`src/rtl/rv_fetch_pkg.sv`:
```
// rtl/rv_fetch_pkg.sv - shared types and constants for the instruction fetch stage
//
// Purpose: datapath widths, fetch buffer depth, fetch FSM state encoding,
// the {pc, instr} buffer entry type and the all-zero halt word.
// Ports: none (package).
// Optional feature macro used by the fetch stage: FETCH_BOUNDS_CHECK_EN.

package rv_fetch_pkg;

  localparam int XLEN            = 32;
  localparam int INSTR_W         = 32;
  localparam int FETCH_BUF_DEPTH = 2;

  localparam logic [INSTR_W-1:0] ILLEGAL_ZERO_INSTR = 32'h0000_0000;

  typedef enum logic [1:0] {
    BOOT  = 2'd0,
    FETCH = 2'd1,
    HALT  = 2'd2
  } fetch_state_t;

  typedef struct packed {
    logic [XLEN-1:0]    pc;
    logic [INSTR_W-1:0] instr;
  } fetch_entry_t;

endpackage

```
`src/rtl/fetch_buffer.sv`:
```
// rtl/fetch_buffer.sv - 2-entry in-order queue of fetched {pc, instr} pairs
//
// Purpose: holds fetched entries between the fetch stage and decode.
// Ports:
//   clk        in   rising-edge clock
//   reset      in   asynchronous active-high reset, empties the queue
//   flush      in   synchronous empty (redirect); wins over push/pop
//   push       in   enqueue push_entry (caller guarantees room, or a pop this cycle)
//   push_entry in   entry to enqueue
//   pop        in   dequeue head (caller guarantees count != 0)
//   count      out  number of valid entries, 0..2
//   head       out  oldest entry, all zeros while empty

module fetch_buffer
  import rv_fetch_pkg::*;
(
  input  logic         clk,
  input  logic         reset,
  input  logic         flush,
  input  logic         push,
  input  fetch_entry_t push_entry,
  input  logic         pop,
  output logic [1:0]   count,
  output fetch_entry_t head
);

  fetch_entry_t slots [FETCH_BUF_DEPTH];
  logic         wr_ptr;
  logic         rd_ptr;

  always_ff @(posedge clk or posedge reset) begin
    if (reset) begin
      count  <= 2'd0;
      wr_ptr <= 1'b0;
      rd_ptr <= 1'b0;
      for (int i = 0; i < FETCH_BUF_DEPTH; i++) begin
        slots[i] <= '0;
      end
    end else if (flush) begin
      count  <= 2'd0;
      wr_ptr <= 1'b0;
      rd_ptr <= 1'b0;
    end else begin
      // When full with a simultaneous pop, wr_ptr equals rd_ptr: the slot
      // being vacated is overwritten, which is safe because head is read
      // from the register value before this edge.
      if (push) begin
        slots[wr_ptr] <= push_entry;
        wr_ptr        <= ~wr_ptr;
      end
      if (pop) begin
        rd_ptr <= ~rd_ptr;
      end
      case ({push, pop})
        2'b10:   count <= count + 2'd1;
        2'b01:   count <= count - 2'd1;
        default: count <= count;
      endcase
    end
  end

  assign head = (count != 2'd0) ? slots[rd_ptr] : '0;

endmodule

```
`src/rtl/instruction_fetch_stage.sv`:
```
// rtl/instruction_fetch_stage.sv - PC register, fetch FSM and decode-facing handshake
//
// Purpose: owns the program counter, reads the combinational instruction
// memory, queues {pc, instr} pairs in a 2-entry buffer and hands them to
// decode over valid/ready. Handles redirects and halts on an all-zero word.
// Optional feature: define FETCH_BOUNDS_CHECK_EN to halt with fault when
// pc_q >= 4*IMEM_DEPTH; otherwise fault is constant 0.
// Ports:
//   clk, reset               clock; asynchronous active-high reset
//   imem_addr                byte address to memory (= pc_q)
//   imem_rdata               word returned for imem_addr in the same cycle
//   redirect_valid/_pc       taken branch/jump and its byte target
//   out_valid/out_ready      head handshake with decode
//   out_pc/out_instr         head entry (zero while empty)
//   out_pc_plus4             out_pc + 4 (zero while empty)
//   halted                   FSM is in HALT
//   fault                    bounds fault

module instruction_fetch_stage
  import rv_fetch_pkg::*;
#(
  parameter logic [31:0] RESET_PC   = 32'h0000_0000,
  parameter int          IMEM_DEPTH = 64
)(
  input  logic        clk,
  input  logic        reset,
  output logic [31:0] imem_addr,
  input  logic [31:0] imem_rdata,
  input  logic        redirect_valid,
  input  logic [31:0] redirect_pc,
  output logic        out_valid,
  input  logic        out_ready,
  output logic [31:0] out_pc,
  output logic [31:0] out_instr,
  output logic [31:0] out_pc_plus4,
  output logic        halted,
  output logic        fault
);

  localparam logic [XLEN-1:0] PC_ALIGN_MASK = 32'hFFFF_FFFC;

  if (IMEM_DEPTH < 1) begin : g_bad_depth
    $error("IMEM_DEPTH must be at least 1");
  end

  fetch_state_t    state_q;
  logic [XLEN-1:0] pc_q;
  logic            halted_q;
  logic            fault_q;

  logic [1:0]      count;
  fetch_entry_t    head;
  fetch_entry_t    push_entry;
  logic            pop;
  logic            push;
  logic            flush;
  logic            slot_free;
  logic            zero_word;
  logic            bounds_err;
  logic            in_fetch;

  assign in_fetch  = (state_q == FETCH);
  assign pop       = out_valid && out_ready;
  // Space exists if not full, or if the head leaves this same cycle.
  assign slot_free = (count < 2'(FETCH_BUF_DEPTH)) || pop;
  assign zero_word = (imem_rdata == ILLEGAL_ZERO_INSTR);

`ifdef FETCH_BOUNDS_CHECK_EN
  localparam logic [XLEN:0] PC_LIMIT = (XLEN+1)'(4 * IMEM_DEPTH);
  assign bounds_err = in_fetch && ({1'b0, pc_q} >= PC_LIMIT);
`else
  assign bounds_err = 1'b0;
`endif

  // Redirect is ignored in BOOT; elsewhere it flushes and suppresses the push.
  assign flush = redirect_valid && (state_q != BOOT);
  assign push  = in_fetch && !redirect_valid && !bounds_err && slot_free && !zero_word;

  assign push_entry.pc    = pc_q;
  assign push_entry.instr = imem_rdata;

  always_ff @(posedge clk or posedge reset) begin
    if (reset) begin
      state_q  <= BOOT;
      pc_q     <= RESET_PC;
      halted_q <= 1'b0;
      fault_q  <= 1'b0;
    end else begin
      case (state_q)
        BOOT: begin
          // One settle cycle after memory leaves reset.
          state_q <= FETCH;
        end
        default: begin
          if (redirect_valid) begin
            pc_q     <= redirect_pc & PC_ALIGN_MASK;
            state_q  <= FETCH;
            halted_q <= 1'b0;
            fault_q  <= 1'b0;
          end else if (state_q == FETCH) begin
            if (bounds_err) begin
              state_q  <= HALT;
              halted_q <= 1'b1;
              fault_q  <= 1'b1;
            end else if (slot_free) begin
              if (zero_word) begin
                // Unprogrammed memory: stop without enqueuing, pc holds.
                state_q  <= HALT;
                halted_q <= 1'b1;
              end else begin
                pc_q <= pc_q + 32'd4;
              end
            end
          end
        end
      endcase
    end
  end

  fetch_buffer u_fetch_buffer (
    .clk        (clk),
    .reset      (reset),
    .flush      (flush),
    .push       (push),
    .push_entry (push_entry),
    .pop        (pop),
    .count      (count),
    .head       (head)
  );

  assign imem_addr    = pc_q;
  assign out_valid    = (count != 2'd0);
  assign out_pc       = head.pc;
  assign out_instr    = head.instr;
  assign out_pc_plus4 = out_valid ? (head.pc + 32'd4) : 32'd0;
  assign halted       = halted_q;
  assign fault        = fault_q;

endmodule

```
`config.mk`:
```
export PLATFORM = sky130hd
export DESIGN_NAME = instruction_fetch_stage
export DESIGN_NICKNAME = d
export VERILOG_FILES = /design/src/rtl/rv_fetch_pkg.sv /design/src/rtl/fetch_buffer.sv /design/src/rtl/instruction_fetch_stage.sv
export SDC_FILE = /design/constraint.sdc
export NUM_CORES = 1
export LEC_CHECK = 0
export BUFFER_PORTS_ARGS = -buffer_cell sky130_fd_sc_hd__buf_4
export CAP_MARGIN = 20
export CORE_ASPECT_RATIO = 2
export CORE_UTILIZATION = 49
export DETAILED_ROUTE_END_ITERATION = 10
export PLACE_DENSITY = 0.84
export SLEW_MARGIN = 25
export SYNTH_ARGS = -nofsm -noshare
export SYNTH_HDL_FRONTEND = slang
export SYNTH_SLANG_ARGS = --single-unit
```
`constraint.sdc`:
```
create_clock -name clk -period 5.25 [get_ports clk]
set_input_delay 0.7875 -clock clk [delete_from_list [all_inputs] [get_ports clk]]
set_output_delay 0.7875 -clock clk [all_outputs]
set_load 0.02 [all_outputs]
```
# Yosys cells after proc, flatten, opt, wreduce, memory -nomap -nowiden
# Index checks and enable logic that the tools add are counted.
[op_classes]
add_sub_neg = 4
n_lt_le_gt_ge = 4
eq_ne = 4
n_mux = 27
bitwise_logic = 6
reduce_logical = 26
[op_table]
columns = ["op", "count"]
rows = [
  ["$mux 64", 5],
  ["$mux 32", 5],
  ["$bwmux 128", 1],
  ["$add 32x3->32 const B", 2],
  ["$demux 64 s1", 1],
  ["$logic_not 32->1", 1],
  ["$reduce_bool 2->1", 7],
  ["$mux 2", 6],
  ["$reduce_bool 3->1", 4],
  ["$mux 1", 8],
  ["$reduce_and 4->1", 2],
  ["$logic_and 1x1->1", 6],
  ["$eq 2x1->1 const B", 2],
  ["$ge 2x2->1 const B", 2],
  ["$not 1->1", 4],
  ["$not 1->2", 2],
  ["$pmux 2 s2", 1],
  ["$reduce_and 3->1", 1],
  ["$add 2x1->2 const B", 1],
  ["$eq 2x2->1 const B", 1],
  ["$logic_not 1->1", 2],
  ["$logic_not 2->1", 1],
  ["$lt 2x1->1 const B", 1],
  ["$lt 2x2->1 const B", 1],
  ["other kinds (4)", 4],
]
[totals]
regBits = 167
in_bits = 68
out_inout_bits = 131

# Depth between registers and ports, before layout
[depth]
ltp_word = 8
depth_mapped = 13

# Cells and area by module
# From an unflattened synthesis, not the netlist that was laid out.
[unflattened]
hier_cells = 825
hier_area_um2 = 9177.6
[modules_own_cells]
columns = ["module", "n_inst", "cells_each", "area_each_um2", "seq_area_each_um2"]
rows = [
  ["fetch_buffer", 1, 431, 6227.2, 3303.2],
  ["instruction_fetch_stage", 1, 394, 2950.3, 825.8],
]

# Least setup slack after synthesis
# No wires, ideal clock.
[synth_timing]
path_type = "flip-flop to output port"
from = "reg u_fetch_buffer.rd_ptr"
to = "out out_pc_plus4[28]"
arrival_time_ps = 3610
required_ps = 4463
slack_ps = 853
stages_incl_launch_ff = 14
path_buffers = 4
cell_sequence = "dfrtp_1 clkbuf_4 buf_6 buf_2 buf_2 mux2i_1 nor2_1 ha_1 nand4b_1 a211oi_1 nand4_1 or2_4 nor4_4 xor2_1"
[synth_between]
elab_chain_cells = 7
[synth_rtl]
columns = ["element", "line_no", "rtl"]
rows = [
  ["start: declaration", "fetch_buffer.sv:29", "logic rd_ptr;"],
  ["start signal: assignment", "fetch_buffer.sv:52", "rd_ptr <= ~rd_ptr;"],
  ["$not 1->2 (not written as such)", "fetch_buffer.sv:62", "assign head = (count != 2'd0) ? slots[rd_ptr] : '0;"],
  ["$mux 64 (not written as such) (3 in a row)", "fetch_buffer.sv:62", ""],
  ["$mux 64", "fetch_buffer.sv:62", ""],
  ["net out_pc[2]", "instruction_fetch_stage.sv:33", "output logic [31:0] out_pc,"],
  ["$add 32x3->32", "instruction_fetch_stage.sv:135", "assign out_pc_plus4 = out_valid ? (head.pc + 32'd4) : 32'd0;"],
  ["$mux 32", "instruction_fetch_stage.sv:135", ""],
  ["end: declaration", "instruction_fetch_stage.sv:35", "output logic [31:0] out_pc_plus4,"],
]
# The timed path passes the listed nets, and every way through them passes these cells. The select of a mux whose other input is x is not followed.

# Final worst setup path
[layout_timing]
from = "reg u_fetch_buffer.rd_ptr"
to = "out out_pc_plus4[28]"
[layout_between]
elab_chain_cells = 7
[layout_rtl]
columns = ["element", "line_no"]
rows = [
  ["$not 1->2 (not written as such)", "fetch_buffer.sv:62"],
  ["$mux 64 (not written as such) (3 in a row)", "fetch_buffer.sv:62"],
  ["$mux 64", "fetch_buffer.sv:62"],
  ["$add 32x3->32", "instruction_fetch_stage.sv:135"],
  ["$mux 32", "instruction_fetch_stage.sv:135"],
]
# Every way passes these cells. The select of a mux whose other input is x is not followed.

==> impl_summary.txt <==
----------------------------------------------------
[Timing]
  Max Clock Skew ... 8.98 ps
  Max-slew violation count ... 0
  Fmax ... 224 MHz
  Transition time of the tightest slew-check pin ... 862 ps
  Max_slew headroom ... 42.5%
  Setup TNS ... 0 ps
  Setup repair after global routing missed its margin ... no
  Post-route minimum period ... 4460 ps
  Final period util ... 85.0%
  Number of setup violations in the final report ... 0
  Worst Setup Slack, final ... 789 ps
  Number of failing hold endpoints at the final stage ... 0

[CTS]
  Longest Clk Path Bufs ... 2
  Number of gates given a new drive strength after cts ... 0
  Clock-pin slew on the worst setup and hold paths ... 70 ps
  Root buffer selected by CTS ... sky130_fd_sc_hd__clkbuf_16
  Setup repair bufs after CTS ... 0
  Clk Latency, worst-skew pair ... 430 ps
  CTS hold repair buffers ... 0
  H-tree depth reported by CTS ... 4
  CTS tree ... done
  Total number of clock tree sinks ... 161
  CTS buffer count ... 17

[Worst setup path]
  Crit path max fanout ... 39
  Top delay family on crit path ... simple AND/OR/NAND/NOR gates
  Count of buffer and inverter cells on the critical path ... 2
  Cells along the critical path ... mux2i_1 -> nor2_1 -> ha_1 -> nand4_1 -> a211oi_1 -> nand4_1 -> buf_4 -> or2_4 -> nor4_4 -> xor2_1 -> buf_4
  CP Data Arrival Time ... 3670 ps
  Slowest stage cell, crit path ... sky130_fd_sc_hd__dfrtp_4
  Required time at the endpoint of the critical path ... 4460 ps
  Category of the worst setup path capture point ... output port
  Critical Path Source Type ... flip-flop
  Type of the worst setup path ... flip-flop to output port
  Max incr delay on CP ... 790 ps

[Power]
  Static power due to leakage ... 4.64 nW
  VDD IR max ... 256 uV
  Areal power density over the cells ... 371 nW/um^2

[Synthesis]
  Most used DFF post-synth ... sky130_fd_sc_hd__dfrtp_1
  Cells after synthesis ... 800
  Netlist cell types ... 59
  Total number of yosys warnings ... 0
  Leading area contributor after synthesis ... sky130_fd_sc_hd__dfrtp_1
  Top cells by area in the synthesized netlist ... sky130_fd_sc_hd__dfrtp_1, sky130_fd_sc_hd__mux2_2, sky130_fd_sc_hd__mux2i_1
  Fraction of the yosys area taken by sequential cells ... 47.1%
  Post-synthesis async set-or-reset flop share ... 100%
  Syn Std Cell Area ... 8560 sq um
  Flop and latch count out of synthesis ... 161
  Synthesized area per cell ... 10.7 sq um
  Share of Yosys cell area claimed by the top area cell type ... 47.1%
  EDFF count, synth ... 0

[Cells and area]
  Fillers ... 1389
  Proportion of layout cells with a drive suffix above 1 ... 39.0%
  Area added between synthesis and finish ... 25.0%
  Final Net Count ... 1040

[Routing]
  Avg WL per Cell ... 18.4 um
  Number of design rule violations left after detail routing ... 0
  Total Routed Length ... 22000 um
  Drt first-iter violations ... 372
  Number of nets with antenna violations after routing ... 0
  Via count ... 6856
  Number of search-and-repair iterations in the first detailed-routing pass ... 6
  Vias per Instance ... 5.74

[Global routing]
  Via count of the first global-routing pass ... 7011
  Global-route wire length before repair ... 35100 um
  Initial antenna violation count ... 1
  Pin count of the biggest net entering global routing ... 114
  Aggregate global-route resource usage ... 25.5%
  Global route overflow ... 0

[Die]
  Die Height ... 189 um
  I/O pin count ... 199
  Die Wd ... 95.5 um
  Number of standard-cell rows in the floorplan ... 68
  Die Footprint ... 18000 sq um
  Area of the core region ... 17200 sq um
  Initial core utilization ... 49.8%

[Place]
  Buffers added on ports ... 189
  Final HPWL DP ... 15400 um
  RePlAce Congestion ... 0.847
  DP Worst Slack ... 1220 ps

[Min path]
  Hold/Removal Path Class ... flip-flop to flip-flop

[Run status]
  Outcome ... finished clean

[Run]
  Number of max-cap violations ... 0

----------------------------------------------------
## worst register-to-register path, stage by stage (launching register included)
cell	delay, ps
sky130_fd_sc_hd__dfrtp_1	410
sky130_fd_sc_hd__inv_1	80
sky130_fd_sc_hd__o211ai_1	420
sky130_fd_sc_hd__nor3_1	200
sky130_fd_sc_hd__nand2_2	110
sky130_fd_sc_hd__buf_4	680
sky130_fd_sc_hd__mux2_2	450
## per-layer routing
layer / global-route usage [%] / part of all wire [%] / up-vias
li1: - / - / 3190
met1: 27.4 / 37 / 3411
met2: 46.9 / 55 / 202
met3: 4.46 / 3.8 / 53
met4: 11.8 / 3.7 / 0
met5: 0 / 0 / -
## power by group
| part | internal (W) | total, W | switching (W) |
|---|---|---|---|
| Clock | 0.000669 | 0.00121 | 0.000545 |
| Combinational | 0.000511 | 0.00103 | 0.000516 |
| Sequential | 0.00152 | 0.00173 | 0.000212 |
| Total | 0.00270 | 0.00397 | 0.00127 |
## per-stage QoR
| stage | instance area [sq um] | hold WS, ps | instances | power, W | utilization (%) |
|---|---|---|---|---|---|
| floorplan | 8580 | 474 | 806 | 0.00239 | - |
| global placement | 10100 | 482 | 1161 | 0.00273 | 58.9 |
| detailed placement | 10100 | 490 | 1161 | 0.00278 | 58.9 |
| CTS | 10700 | 504 | 1193 | 0.00400 | 62.2 |
| global route | 10700 | 519 | 1194 | 0.00416 | 62.3 |
| finish | 10700 | 505 | 1194 | 0.00397 | 62.3 |
## cell usage after synthesis (2+ instances only)
cell type and n:
sky130_fd_sc_hd__nor3_1 20, sky130_fd_sc_hd__a32oi_1 5, sky130_fd_sc_hd__mux2i_1 62, sky130_fd_sc_hd__o21ai_1 2
sky130_fd_sc_hd__xor2_1 13, sky130_fd_sc_hd__clkinv_1 2, sky130_fd_sc_hd__nand4_1 9, sky130_fd_sc_hd__a21o_1 2
sky130_fd_sc_hd__buf_6 2, sky130_fd_sc_hd__o211ai_1 2, sky130_fd_sc_hd__clkbuf_1 27, sky130_fd_sc_hd__a31oi_1 2
sky130_fd_sc_hd__buf_2 13, sky130_fd_sc_hd__ha_1 2, sky130_fd_sc_hd__dfrtp_1 161, sky130_fd_sc_hd__a211o_1 2
sky130_fd_sc_hd__buf_4 7, sky130_fd_sc_hd__and3_1 8, sky130_fd_sc_hd__and2_1 8, sky130_fd_sc_hd__o21ai_0 31
sky130_fd_sc_hd__o2bb2ai_1 7, sky130_fd_sc_hd__a211oi_1 2, sky130_fd_sc_hd__nand2_1 40, sky130_fd_sc_hd__or4_1 2
sky130_fd_sc_hd__xnor2_1 14, sky130_fd_sc_hd__nor4_1 11, sky130_fd_sc_hd__buf_1 7, sky130_fd_sc_hd__a21oi_1 38
sky130_fd_sc_hd__inv_1 12, sky130_fd_sc_hd__nand2b_1 2, sky130_fd_sc_hd__nor2_1 95, sky130_fd_sc_hd__and4_1 3
sky130_fd_sc_hd__mux2_2 128, sky130_fd_sc_hd__a22oi_1 5, sky130_fd_sc_hd__nand3_1 15, sky130_fd_sc_hd__a31o_2 2
sky130_fd_sc_hd__o22ai_1 7, sky130_fd_sc_hd__a211oi_2 2, sky130_fd_sc_hd__nor4_2 3, sky130_fd_sc_hd__nand3b_1 5
sky130_fd_sc_hd__nand3_2 2
## flip-flops by register name, indices dropped and copies added, names as in the netlist
| register | count |
|---|---|
| u_fetch_buffer.slots | 124 |
| imem_addr | 30 |
| state_q | 2 |
| u_fetch_buffer.count | 2 |
| halted | 1 |
| u_fetch_buffer.rd_ptr | 1 |
| u_fetch_buffer.wr_ptr | 1 |
## cell families (layout without fill, tap and decap cells)
kind of cell	count (synthesis)	in the layout	synth area share, %
xor+xnor	28	28	2.95
fa+ha+maj	2	2	0.292
compound gates	114	114	8.23
buf+inv	71	248	3.83
simple gates	232	232	13.4
flops	161	161	47.1
mux	191	191	24.2
other cells	1	8	0.0438
## final cells by class
class	count	area, sq um	area share [%]
inverter	14	60.1	0.561
clock inverter	14	144	1.34
antenna	1	2.50	0.0234
timing repair buffer	202	1520	14.2
tap	210	263	2.46
sequential	161	4030	37.7
clock buffer	18	429	4.01
multi-input combinational	574	4250	39.7
## cells in the final DEF, fill, tap and decap left out, drive strengths merged, types with 3 or more instances in the layout
cell type,Yosys,final
nand2,40,40
nor2,95,95
and3,8,8
mux2,129,129
o21ai,33,33
conb,1,7
and2,8,8
a21oi,38,38
a211oi,4,4
dfrtp,161,161
nor4,15,15
a32oi,5,5
o22ai,7,7
nor3,20,20
and4,3,3
mux2i,62,62
buf,29,202
nand3,17,17
nand4,9,9
xnor2,15,15
o2bb2ai,7,7
clkinv,2,5
nand3b,5,5
clkbuf,28,18
inv,12,20
a22oi,5,5
xor2,13,13
## final timing paths
check,startpoint,end,slack (ps),cells after the start
hold / removal,u_fetch_buffer.slots[55],u_fetch_buffer.slots[55],510,1
setup reg to reg,u_fetch_buffer.count[1],u_fetch_buffer.slots[9],2780,6
hold reg to reg,u_fetch_buffer.slots[55],u_fetch_buffer.slots[55],510,1
max in group asynchronous,reset,u_fetch_buffer.slots[38],3620,3
setup / recovery,u_fetch_buffer.rd_ptr,out_pc_plus4[28],790,11
min in group asynchronous,reset,u_fetch_buffer.slots[1],530,2
(Power assumes the default switching activity.)
